--- src/rtl/sb_pkg.sv ---
// Shared store-buffer types: entry layout, byte-enable encodings, legality check.
// Latency: none (types and pure functions only).
// Backpressure: not applicable.
package sb_pkg;

   typedef struct packed {
      logic [31:0] addr;
      logic [31:0] data;
      logic [3:0]  wen;
   } sb_entry_t;

   localparam logic [3:0] WEN_NONE = 4'b0000;
   localparam logic [3:0] WEN_B    = 4'b0001;
   localparam logic [3:0] WEN_H    = 4'b0011;
   localparam logic [3:0] WEN_W    = 4'b1111;

   // Only low-aligned byte, half and word enables exist on the core side.
   function automatic logic wen_legal(input logic [3:0] wen);
      return (wen == WEN_NONE) || (wen == WEN_B) || (wen == WEN_H) || (wen == WEN_W);
   endfunction

endpackage

--- src/rtl/sb_fwd_match.sv ---
// Youngest-first address match over the buffered stores for load forwarding.
// Latency: purely combinational.
// Backpressure: none; the caller turns a partial hit into a load stall.
module sb_fwd_match
   import sb_pkg::*;
#(
   parameter int DEPTH = 4,
   localparam int AW = $clog2(DEPTH)
)
(
   input  sb_entry_t [DEPTH-1:0] ent,
   input  logic [DEPTH-1:0]      vld,
   input  logic [AW-1:0]         head,
   input  logic [31:0]           addr,
   output logic                  hit,
   output logic                  full,
   output logic [31:0]           data
);

   // Walk oldest to youngest so the last matching entry seen is the youngest.
   always_comb begin
      logic [AW-1:0] idx;
      idx  = '0;
      hit  = 1'b0;
      full = 1'b0;
      data = '0;
      for (int k = 0; k < DEPTH; k++) begin
         idx = head + AW'(k);
         if (vld[idx] && (ent[idx].addr == addr)) begin
            hit  = 1'b1;
            full = (ent[idx].wen == WEN_W);
            data = ent[idx].data;
         end
      end
   end

endmodule

--- src/rtl/store_buffer.sv ---
// In-order store buffer between core and data memory, with load forwarding.
// Latency: a store accepted on one edge drains to memory on the next edge at the earliest.
// Backpressure: st_ready drops when full; partial-overlap loads stall and force draining.
module store_buffer
   import sb_pkg::*;
#(
   parameter int DEPTH = 4
)
(
   input  logic                   clk,
   input  logic                   rst,
   input  logic                   st_valid,
   input  logic [31:0]            st_addr,
   input  logic [31:0]            st_data,
   input  logic [3:0]             st_wen,
   output logic                   st_ready,
   input  logic                   ld_en,
   input  logic [31:0]            ld_addr,
   input  logic [31:0]            mem_rdata,
   output logic [31:0]            ld_data,
   output logic                   ld_stall,
   output logic [31:0]            mem_addr,
   output logic [31:0]            mem_wdata,
   output logic [3:0]             mem_wen,
   input  logic                   drain_hold,
   output logic                   empty,
   output logic [$clog2(DEPTH):0] count,
   output logic                   wen_err
);

   localparam int AW = $clog2(DEPTH);
   localparam logic [AW:0] FULL_CNT = (AW+1)'(DEPTH);

   sb_entry_t [DEPTH-1:0] ent;
   sb_entry_t             head_ent;
   logic [DEPTH-1:0]      vld;
   logic [AW-1:0]         head;
   logic [AW-1:0]         tail;
   logic [AW:0]           cnt;
   logic                  wen_ok;
   logic                  enq;
   logic                  deq;
   logic                  fwd_hit;
   logic                  fwd_full;
   logic [31:0]           fwd_data;

   // A full buffer refuses stores even when the head drains on the same edge.
   assign wen_ok   = wen_legal(st_wen);
   assign st_ready = (cnt != FULL_CNT);
   assign enq      = st_valid & st_ready & wen_ok & (st_wen != WEN_NONE);
   assign empty    = (cnt == '0);
   assign count    = cnt;
   assign head_ent = ent[head];

   sb_fwd_match #(.DEPTH(DEPTH)) u_fwd (
      .ent  (ent),
      .vld  (vld),
      .head (head),
      .addr (ld_addr),
      .hit  (fwd_hit),
      .full (fwd_full),
      .data (fwd_data)
   );

   // A partial overlap cannot be merged here, so the load waits and draining is forced.
   assign ld_stall = ld_en & fwd_hit & ~fwd_full;
   assign ld_data  = (ld_en & fwd_hit & fwd_full) ? fwd_data : mem_rdata;
   assign deq      = ~empty & (~drain_hold | ld_stall);

   // Write port shows the head whenever one exists, but only strobes when popping.
   assign mem_addr  = empty ? '0 : head_ent.addr;
   assign mem_wdata = empty ? '0 : head_ent.data;
   assign mem_wen   = deq ? head_ent.wen : WEN_NONE;

   // Pointers, occupancy, valid bits and the illegal-enable pulse.
   always_ff @(posedge clk or posedge rst) begin
      if (rst) begin
         head    <= '0;
         tail    <= '0;
         cnt     <= '0;
         vld     <= '0;
         wen_err <= 1'b0;
      end else begin
         if (enq) begin
            tail      <= tail + AW'(1);
            vld[tail] <= 1'b1;
         end
         if (deq) begin
            head      <= head + AW'(1);
            vld[head] <= 1'b0;
         end
         cnt     <= cnt + (AW+1)'(enq) - (AW+1)'(deq);
         wen_err <= st_valid & st_ready & ~wen_ok;
      end
   end

   // Entry payload; valid bits gate every use, so no reset is needed here.
   always_ff @(posedge clk) begin
      if (enq) begin
         ent[tail] <= '{addr: st_addr, data: st_data, wen: st_wen};
      end
   end

endmodule

--- config.mk ---
export PLATFORM = sky130hd
export DESIGN_NAME = store_buffer
export DESIGN_NICKNAME = d
export VERILOG_FILES = /design/src/rtl/sb_pkg.sv /design/src/rtl/sb_fwd_match.sv /design/src/rtl/store_buffer.sv
export SDC_FILE = /design/constraint.sdc
export NUM_CORES = 1
export LEC_CHECK = 0
export CAP_MARGIN = 20
export CORE_MARGIN = 5
export CORE_UTILIZATION = 40
export CTS_CLUSTER_SIZE = 25
export DETAILED_ROUTE_END_ITERATION = 7
export PLACE_DENSITY = 0.74
export SLEW_MARGIN = 40
export SYNTH_ARGS = -nofsm -noshare
export SYNTH_HDL_FRONTEND = slang
export SYNTH_SLANG_ARGS = --single-unit
--- constraint.sdc ---
create_clock -name clk -period 6 [get_ports clk]
set_clock_uncertainty 0.15 [all_clocks]
set_input_delay 1.2 -clock clk [delete_from_list [all_inputs] [get_ports clk]]
set_output_delay 1.2 -clock clk [all_outputs]
set_load 0.03 [all_outputs]
==> results_dict.tcl <==
set metrics [dict create \
    outcome "complete, but fails checks" \
    violations "negative setup slack" \
    layout_setup_ws_ns -0.112 \
    timing.hold.ws_ns 0.391 \
    yosysTopAreaCellShare_pct 39.5 \
    cts_buffers 30 \
    grt.total_usage_pct 23.5 \
    fin_cells 2607 \
    min_to "count[2]" \
    grt_pass1_wl_mm 102 \
    wl_per_cell_um 27.0 \
    finalSetupViolCount 30 \
    period_needed_ns 6.11 \
    r2r_setup_slack_ns 0.81 \
    wl_mm 70.4 \
    yosysWarningCount 0 \
    hold_buffers 0 \
    pwr-share-seq_pct 17.9 \
    dp_hpwl_mm 48.3 \
    yosysMostFrequentCell "edfxtp_1" \
    grt_max_degree 65 \
    syn-cell-area_sq_um 20700 \
    design.die.area_sq_um 56300 \
    reg2reg_depth 20 \
    cts_htree_levels 1 \
    overflow 0 \
    hold_depth 1 \
    dr.pass1.iters 6 \
    power.density_nw_per_um2 483 \
    synth-edff-count 272 \
    dpl_worst_slack_ns -0.112 \
    setup_tns_ns -1.73 \
    path_class "reg2out" \
    rsz0062_at_grt "yes" \
    clock_sinks 284 \
    internal_power_uw 7900 \
    comb_power_share_pct 68.0 \
    switchingPower_uw 5500 \
    vias 16100 \
    ant_nets 0 \
    worst_hold_path_type "reg2reg" \
    drive_gt1_share_pct 35.9 \
    first_iter_violations 1476 \
    power.total_uw 13400 \
    clk_pin_slew_worst_paths_ns 0.07 \
    drcViolationCount 0 \
    cts_buffer_depth 3 \
    io_pins 244 \
    synth_cell_type_count 84 \
    tightest_slew_ns 0.760 \
    cp-start-kind "flop" \
    synthArstFlopShare_pct 4.23 \
    fp.coreArea_sq_um 51200 \
    grt_pass1_vias 16000 \
    gp_congestion 0.939 \
    rows 83 \
    finalHoldViolCount 0 \
    fp.dieW_um 237 \
    synth_largest_area_cell "edfxtp_1" \
    maxCapViolCount 0 \
    hold_start "count[2]" \
    pwr-share-clk_pct 14.1 \
    post-route-period-util_pct 102 \
    vdd_drop_max_mv 0.336 \
    port_buffers 243 \
    rr_startpoint "head[0]" \
    antenna_found_initial 4 \
    syn2layout_area_growth_pct 34.3 \
    ys.flop_type "edfxtp_1" \
    ys_ff_latch 284 \
    drv_slew 0 \
    relSlewSlack_pct 49.3 \
    yosys-top-cells-area "edfxtp_1 40%, mux4_2 24%, mux2i_1 5.3%, xnor2_1 4.5%, inv_1 1.5%" \
    layout.nets 2049 \
    clock_latency_ns 0.58 \
    avgSynthCellArea_sq_um 13.4 \
    critPathMaxFanout 8 \
    viasPerCell 6.19 \
    die_h_um 237 \
    synth_cells 1537 \
    synthesis.nets 1685 \
    ys_seq_area_share_pct 41.0 \
    p_leak_uw 0.00973 \
    cts_tree "built" \
    root_buffer "clkbuf_16" \
    netlist_top_cells_count "272 x edfxtp_1, 218 x mux4_2, 110 x mux2i_1, 105 x xnor2_1, 85 x inv_1" \
    placed_cells_incl_taps 2482 \
    start_util_pct 40.4 \
    switching_share_pct 41.1 \
    required_ns 4.65 \
    arrival_ns 4.76 \
    clock.fmax_mhz 164 \
    cp-end-kind "primary output" \
    r2r_end "count[2]" \
]
cell families after synthesis:
kind of cell	count (synthesis)	synth area share, %
xor gates and xnor gates	114	4.87
buffers and inverters	226	5.61
AOI/OAI and AO/OA	169	6.19
muxes	352	31.2
and+or+nand+nor	381	10.4
DFF	284	41.0
adders and majority gates	11	0.703
cell type report:
cell class / instances / area [sq um]
diodes: 2 / 5.00
multi-input cells: 1027 / 12100
fillers: 4052 / 23500
well taps: 680 / 851
flip-flops and latches: 284 / 8480
clock buffers: 33 / 762
inverters: 87 / 337
repair buffers: 471 / 4930
clock inverters: 23 / 251
sequential cells by signal, summed over array words and instances (netlist names):
name,flops
vld,4
wen_err,1
count,3
head,2
ent,272
tail,2
routing by layer:
metal | part of all wire, % | up-vias | GRT usage, %
met5 | 0.038 | - | 0
met4 | 3.5 | 4 | 7.31
met3 | 8.3 | 149 | 4.06
met2 | 49 | 861 | 39.1
met1 | 39 | 8249 | 31.9
li1 | - | 6868 | -
power by group through the flow:
| stage | Clock, uW | Combinational, uW | Sequential [uW] |
|---|---|---|---|
| 2_1_floorplan | 0 | 5650 | 2430 |
| 3_3_place_gp | 0 | 7880 | 2430 |
| 3_5_place_dp | 0 | 7970 | 2440 |
| 4_1_cts | 1920 | 8790 | 2400 |
| 5_1_grt | 2020 | 9540 | 2420 |
| 6_report | 1890 | 9110 | 2400 |
through the flow:
stage / utilization, % / area (sq um)
global route: 54.2 / 27700
detailed placement: 48.8 / 25000
finish: 54.2 / 27700
CTS: 53.0 / 27100
floorplan: - / 21200
global placement: 48.7 / 24900
cell usage in the layout, fill, tap and decap left out, drive strengths merged, types with 9 or more instances in the layout:
| cell type | n |
|---|---|
| a21oi | 13 |
| clkinv | 15 |
| or2 | 32 |
| clkbuf | 38 |
| o311ai | 33 |
| buf | 255 |
| nand4 | 33 |
| inv | 88 |
| nor2b | 34 |
| xnor2 | 106 |
| nand2b | 9 |
| edfxtp | 272 |
| nand2 | 56 |
| a31oi | 36 |
| mux2 | 13 |
| nor3 | 21 |
| nand3 | 36 |
| or4 | 9 |
| and2 | 34 |
| nor2 | 60 |
| clkdlybuf4s50 | 203 |
| ha | 10 |
| mux2i | 110 |
| o21ai | 20 |
| dfrtp | 12 |
| mux4 | 229 |
| and3 | 14 |
| nor4 | 10 |
critical path: stages, from the launching register on:
cell and delay, ns:
dfrtp_4 0.46, buf_12 0.17, mux4_2 0.56, and2_4 0.16
or4_4 0.51, o21bai_4 0.19, or4_1 0.51, or3_4 0.51
buf_12 0.20, o311ai_2 0.28, a31oi_1 0.13, buf_4 0.17
mux2i_4 0.15, buf_6 0.15
how the worst max path moves through the flow:
stage | start | endpoint | slack [ns]
after global routing | head[0] | ld_data[24] | -0.24
final | head[0] | ld_data[24] | -0.11
after floorplan | head[0] | ld_data[10] | -0.09
after CTS | head[0] | ld_data[24] | -0.06
after global placement | ld_addr[31] | ld_data[5] | -0.11
after detailed placement | ld_addr[1] | ld_data[10] | -0.11
what timing repair did:
action                     in CTS  in global routing
cloned                         10                  5
setup endpoints to repair      37                 37
buffers inserted               34                 21
resized for setup             129                 56
pin swaps                      17                 28
(Power assumes the default switching activity.)
